### src/rtl/seq_shift_add_multiplier.sv
// rtl/seq_shift_add_multiplier.sv - sequential unsigned shift-and-add multiplier
//
// seq_shift_add_ripple_adder: WIDTH-bit ripple-carry adder used as the per-step datapath adder.
//   a_i, b_i  : addends
//   cin_i     : carry in
//   sum_o     : WIDTH-bit sum
//   cout_o    : carry out
//
// seq_shift_add_multiplier: WIDTH x WIDTH unsigned multiplier, one shift-and-add step per clock.
//   clk       : rising-edge clock
//   rst       : synchronous active-high reset
//   start     : request, sampled only while idle
//   a, b      : multiplicand / multiplier, captured on an accepted start
//   busy      : high from the cycle after acceptance through the done cycle
//   done      : one-cycle pulse, product valid
//   product   : 2*WIDTH-bit result, held until the next result is produced

module seq_shift_add_ripple_adder #(
    parameter int WIDTH = 4
) (
    input  logic [WIDTH-1:0] a_i,
    input  logic [WIDTH-1:0] b_i,
    input  logic             cin_i,
    output logic [WIDTH-1:0] sum_o,
    output logic             cout_o
);

    always_comb begin
        logic [WIDTH:0] carry;
        carry    = '0;
        carry[0] = cin_i;
        sum_o    = '0;
        for (int i = 0; i < WIDTH; i++) begin
            sum_o[i]     = a_i[i] ^ b_i[i] ^ carry[i];
            carry[i+1]   = (a_i[i] & b_i[i]) | (carry[i] & (a_i[i] ^ b_i[i]));
        end
        cout_o = carry[WIDTH];
    end

endmodule

module seq_shift_add_multiplier #(
    parameter int WIDTH = 4
) (
    input  logic                 clk,
    input  logic                 rst,
    input  logic                 start,
    input  logic [WIDTH-1:0]     a,
    input  logic [WIDTH-1:0]     b,
    output logic                 busy,
    output logic                 done,
    output logic [2*WIDTH-1:0]   product
);

    localparam int CW = $clog2(WIDTH + 1);

    typedef enum logic [1:0] {
        S_IDLE = 2'd0,
        S_CALC = 2'd1,
        S_DONE = 2'd2
    } state_t;

    state_t               state_q;
    logic [WIDTH-1:0]     m_q;
    logic [WIDTH-1:0]     acc_q;
    logic [WIDTH-1:0]     q_q;
    logic [CW-1:0]        count_q;
    logic                 busy_q;
    logic                 done_q;
    logic [2*WIDTH-1:0]   product_q;

    logic [WIDTH-1:0]     add_sum;
    logic                 add_cout;
    logic                 step_c;
    logic [WIDTH-1:0]     step_sum;
    logic [WIDTH-1:0]     acc_d;
    logic [WIDTH-1:0]     q_d;
    logic                 last_step;

    seq_shift_add_ripple_adder #(.WIDTH(WIDTH)) u_adder (
        .a_i    (acc_q),
        .b_i    (m_q),
        .cin_i  (1'b0),
        .sum_o  (add_sum),
        .cout_o (add_cout)
    );

    // One step: conditionally add M into ACC, then shift {C,ACC,Q} right.
    // The carry is consumed by the same shift, so it never needs its own register.
    always_comb begin
        step_c    = 1'b0;
        step_sum  = acc_q;
        if (q_q[0]) begin
            step_c   = add_cout;
            step_sum = add_sum;
        end
        acc_d     = {step_c, step_sum[WIDTH-1:1]};
        q_d       = {step_sum[0], q_q[WIDTH-1:1]};
        last_step = (count_q == CW'(WIDTH - 1));
    end

    always_ff @(posedge clk) begin
        if (rst) begin
            state_q   <= S_IDLE;
            m_q       <= '0;
            acc_q     <= '0;
            q_q       <= '0;
            count_q   <= '0;
            busy_q    <= 1'b0;
            done_q    <= 1'b0;
            product_q <= '0;
        end else begin
            case (state_q)
                S_IDLE: begin
                    done_q <= 1'b0;
                    if (start) begin
                        state_q <= S_CALC;
                        m_q     <= a;
                        q_q     <= b;
                        acc_q   <= '0;
                        count_q <= '0;
                        busy_q  <= 1'b1;
                    end
                end
                S_CALC: begin
                    acc_q   <= acc_d;
                    q_q     <= q_d;
                    count_q <= count_q + CW'(1);
                    if (last_step) begin
                        state_q   <= S_DONE;
                        product_q <= {acc_d, q_d};
                        done_q    <= 1'b1;
                    end
                end
                S_DONE: begin
                    state_q <= S_IDLE;
                    done_q  <= 1'b0;
                    busy_q  <= 1'b0;
                end
                default: begin
                    state_q <= S_IDLE;
                    done_q  <= 1'b0;
                    busy_q  <= 1'b0;
                end
            endcase
        end
    end

    assign busy    = busy_q;
    assign done    = done_q;
    assign product = product_q;

endmodule

### config.mk
export PLATFORM = sky130hd
export DESIGN_NAME = seq_shift_add_multiplier
export DESIGN_NICKNAME = d
export VERILOG_FILES = /design/src/rtl/seq_shift_add_multiplier.sv
export SDC_FILE = /design/constraint.sdc
export NUM_CORES = 1
export LEC_CHECK = 0
export CAP_MARGIN = 20
export CELL_PAD_IN_SITES_DETAIL_PLACEMENT = 2
export CELL_PAD_IN_SITES_GLOBAL_PLACEMENT = 2
export CORE_ASPECT_RATIO = 1.5
export CORE_MARGIN = 2
export CORE_UTILIZATION = 33
export DETAILED_ROUTE_END_ITERATION = 10
export HOLD_SLACK_MARGIN = 0.12
export MAX_ROUTING_LAYER = met4
export PLACE_DENSITY_LB_ADDON = 0.1
export SLEW_MARGIN = 20
export SYNTH_ARGS = -nofsm -noshare
export SYNTH_HDL_FRONTEND = slang
export SYNTH_SLANG_ARGS = --single-unit
### constraint.sdc
create_clock -name clk -period 5.94 [get_ports clk]
set_input_delay 1.188 -clock clk [delete_from_list [all_inputs] [get_ports clk]]
set_output_delay 1.188 -clock clk [all_outputs]
set_load 0.1 [all_outputs]
### Word-level counts from Yosys, hierarchy flattened

Index checks and enable logic that the tools add are counted.

* reduce and logical (&&, ||, !) cells: 8
* add/subtract/negate cells: 1
* equality and inequality tests: 4
* mux-type cells: 13
* bitwise gates (word level): 18

Operators by type and width (number)
* case mux 4 bit (2 select lines): 2
* two-way mux 4 bit: 3
* AND reduction 2 bit: 5
* bitwise AND 1 bit: 7
* XOR 1 bit: 7
* case mux 3 bit (2 select lines): 1
* two-way mux 2 bit: 2
* != test 2 bit, second input constant: 2
* case mux 2 bit (2 select lines): 1
* adder 3 x 1 -> 3 bit, second input constant: 1
* equality test 3 x 2 -> 1 bit, second input constant: 1
* two-way mux 3 bit: 1
* OR 1 bit: 3
* equality test 2 x 1 -> 1 bit, second input constant: 1
* logical NOT 2 bit: 1
* two-way mux 1 bit: 2
* case mux 1 bit (2 select lines): 1
* nonzero test 2 bit: 1
* OR reduction 2 bit: 1
* inverter 1 bit: 1

* input bits: 11
* logic and storage cells: 52
* flip-flop bits (word level): 27
* output and inout bits: 10

### Logic depth before layout (Yosys ltp)

* word-level depth: 9
* gate-level depth with buffers: 9
* mapped depth without buffers: 9

### Modules after synthesis

A second synthesis with hierarchy kept.

* cells, all modules: 125
* area total of the unflattened synthesis: 1209.9 µm²

By module, submodules not included
* seq_shift_add_multiplier: cells each 111, area an instance 1092.3 µm², sequential area each 540.5 µm², times used 1
* seq_shift_add_ripple_adder: cells each 14, area an instance 117.6 µm², sequential area each 0.0 µm², times used 1

### Worst setup path after synthesis

Ideal clock, no wire load.

* path type: register to output
* start point: register busy_q, in the netlist busy
* end point: output port busy
* data required time: 4.752 ns
* cell stages (with the launch flop): 1
* path buffers: 0
* arrival time: 0.925 ns
* slack: 3.827 ns
* path through: dfxtp_1

RTL lines
* from (decl): RTL line 68 `logic busy_q;`
* from (signal assigned): RTL line 109 `busy_q <= 1'b0;`
* from (signal assigned): RTL line 122 `busy_q <= 1'b1;`
* from (signal assigned): RTL line 138 `busy_q <= 1'b0;`
* to (decl): RTL line 50 `output logic busy,`

No word-level cell between the ends.

### Final worst setup path

* start point: register done_q, in the netlist done
* end point: output port done

RTL lines
* from (decl): RTL line 69 `logic done_q;`
* from (signal assigned): RTL line 110 `done_q <= 1'b0;`
* from (signal assigned): RTL line 115 `done_q <= 1'b0;`
* from (signal assigned): RTL line 132 `done_q <= 1'b1;`
* to (decl): RTL line 51 `output logic done,`

No word-level cell between the ends.

==> impl_metrics.yaml <==
worst_setup_path:
  cp_cell_sequence: "clkdlybuf4s50_1"
  max_stage_delay_ns: 1.13
  critPathSlowestCell: "clkdlybuf4s50_1"
  crit_type: "flop to output pin"
  rr_worst_depth: 8
  crit_family: "buffers and inverters"
  startpoint_type: "flop"
  worst_setup_path_end_kind: "output pin"
  cp_data_required_time_ns: 4.75
  worstPathArrival_ns: 1.75
  worst-path-stages: 1
  crit_fanout: 2
  worst-path-buf-inv: 1
timing:
  setup_slack_ns: 3.00
  timing_worst_slew_pin_value_ns: 0.976
  max_freq_mhz: 340
  tns_ns: 0
  finalCriticalPeriod_ns: 2.94
  slew_violations: 0
  finalCritPeriodShare_pct: 49.5
  hold_viol_final: 0
  slew_headroom_pct: 34.7
  rsz0062_at_grt: "no"
  skew_ns: 0.00595
  setup_viol: 0
global_routing:
  grt_pass1_vias: 990
  grt_pass1_wl_mm: 4.75
  antenna_found_initial: 0
  grt_usage_pct: 16.4
  grt_max_degree: 24
  overflow: 0
synthesis:
  netlist_instances: 125
  synth-seq-cells: 27
  synth_top_family_by_area: "simple AND/OR/NAND/NOR gates"
  synth_compound_area_share_pct: 13.6
  synth_xor_area_share_pct: 0
  syn_avg_cell_area_um2: 9.13
  synth.mux.area_fraction_pct: 3.73
  yosys_warnings: 0
  syn_area_mm2: 0.00114
  synth_seq_area_share_pct: 47.4
  synth_fp_nets: 142
  synth_fa_ha_area_share_pct: 8.55
  synth-simple-area-share_pct: 21.8
  synthDistinctLibCells: 31
floorplanning:
  start_util_pct: 34.1
  die_area_mm2: 0.00395
  fp.dieW_um: 52.0
  placementRows: 26
  ios: 21
  die_y_um: 76.0
  coreArea_mm2: 0.00335
clock_tree:
  cts_resized: 0
  cts_setup_buffers: 0
  cts_buffers: 3
  clkSinkCount: 27
  root_buffer: "clkbuf_8"
  postCtsHoldBufs: 0
  clk_pin_slew_ns: 0.10
  clockBufferDepth: 2
  htree_levels: 1
  tritoncts: "done"
  clock_latency_ns: 0.27
outcome:
  outcome: "completed"
layout:
  multi_input_area_um2: 544
  nets: 162
  n_antenna_cell: 0
  drive_gt1_share_pct: 7.64
  area_growth_pct: 23.8
  n_fill_cell: 372
  regArea_um2: 541
  final_cell_mix: "27 x dfxtp_1, 20 x clkdlybuf4s50_1, 19 x nor2_1, 19 x nand2_1, 12 x a21oi_1"
  final_common_cell: "dfxtp_1"
routing:
  wirelength_mm: 2.75
  drtIter0Drc: 11
  drt_first_pass_iters: 2
  vias_per_cell: 4.99
  via_count: 928
  drc: 0
  avgRoutedWirePerCell_um: 14.8
  antenna_left: 0
power:
  switching_share_pct: 25.6
  p_leak_nw: 0.511
  pwr-share-seq_pct: 57.4
  power_density_mw_per_mm2: 240
  irDropWorstVdd_v: 0.000132
  clkPwrFrac_pct: 31.1
  p_sw_mw: 0.0868
  power_frac_comb_pct: 11.5
  p_int_mw: 0.252
worst_hold_path:
  whs_path_depth: 2
  hold_class: "flop to flop"
placement:
  routabilityCongestion: 0.756
  place_hpwl_mm: 2.12
  pre_cts_slack_ns: 2.84
  io_buffers: 20
job:
  cap_violations: 0
## path summary, 6_finish.rpt
path,endpoint,slack (ns),start
max reg2reg,product[6],3.75,acc_q[0]
max,done,3.00,done
min,product[1],0.46,product[1]
min reg2reg,product[1],0.46,product[1]
## Yosys cell counts, drive strengths merged
cell	count	area share, %
a211o	1	0.77
a211oi	2	1.3
a21oi	12	5.3
a221o	1	0.99
a22o	2	1.5
and2b	1	0.66
and3b	1	0.88
buf	4	2.3
clkbuf	1	0.33
dfxtp	27	47
fa	3	5.3
ha	3	3.3
inv	7	2.3
mux2	2	2.0
mux2i	2	1.8
nand2	19	6.3
nand2b	1	0.55
nand3	1	0.44
nand3b	1	0.66
nor2	19	6.3
nor2b	1	0.55
nor3	2	0.88
nor3b	2	1.8
nor4	3	1.6
o21ba	1	0.88
o22ai	1	0.55
o2bb2ai	3	2.3
or2	1	0.55
or3b	1	0.77
## metrics by stage
stage               hold WS, ns  instances  power, mW  util [%]  area (um2)
global placement          0.444        182      0.236      40.7        1360
floorplan                 0.432        125      0.223         -        1140
global route              0.492        186      0.358      42.2        1410
CTS                       0.470        186      0.346      42.2        1410
finish                    0.464        186      0.338      42.2        1410
detailed placement        0.454        182      0.238      40.7        1360
## power by group through the flow
stage	clock network [mW]	registers (mW)	logic, mW
2_1_floorplan	0	0.200	0.0231
3_3_place_gp	0	0.198	0.0382
3_5_place_dp	0	0.199	0.0397
4_1_cts	0.111	0.194	0.0400
5_1_grt	0.119	0.195	0.0437
6_report	0.105	0.194	0.0391
## per-layer routing
layer	GRT usage, %	up-vias	wire, um
li1	-	458	-
met2	29.6	12	1580
met4	5.53	0	29
met1	17.6	456	1080
met5	-	-	0
met3	1.96	2	65
## worst reg2reg max path, stage by stage, from the launching register on
cell and delay (ns):
dfxtp_1 0.34, ha_1 0.19, fa_1 0.35, inv_1 0.08, fa_1 0.17, inv_1 0.06, fa_1 0.44, mux2i_1 0.29
a211oi_1 0.12
## registers in the layout, summed over array words and instances (netlist names)
signal	cells
count_q	3
acc_q	4
q_q	4
product	8
m_q	4
state_q	2
busy	1
done	1
## area by class of cell
cell class                 instances  area share, %
tap                               42           3.72
sequential                        27           38.3
clock buffer                       3           2.92
multi-input combinational         86           38.5
clock inverter                     1          0.531
timing repair buffer              20           14.2
inverter                           7           1.86
## kinds of logic (layout without fill, tap and decap cells)
group / count (synthesis) / count (layout)
and+or+nand+nor: 53 / 53
DFF: 27 / 27
AOI/OAI and AO/OA: 23 / 23
buffers and inverters: 12 / 31
adders and majority gates: 6 / 6
muxes: 4 / 4
(Power assumes the default switching activity.)
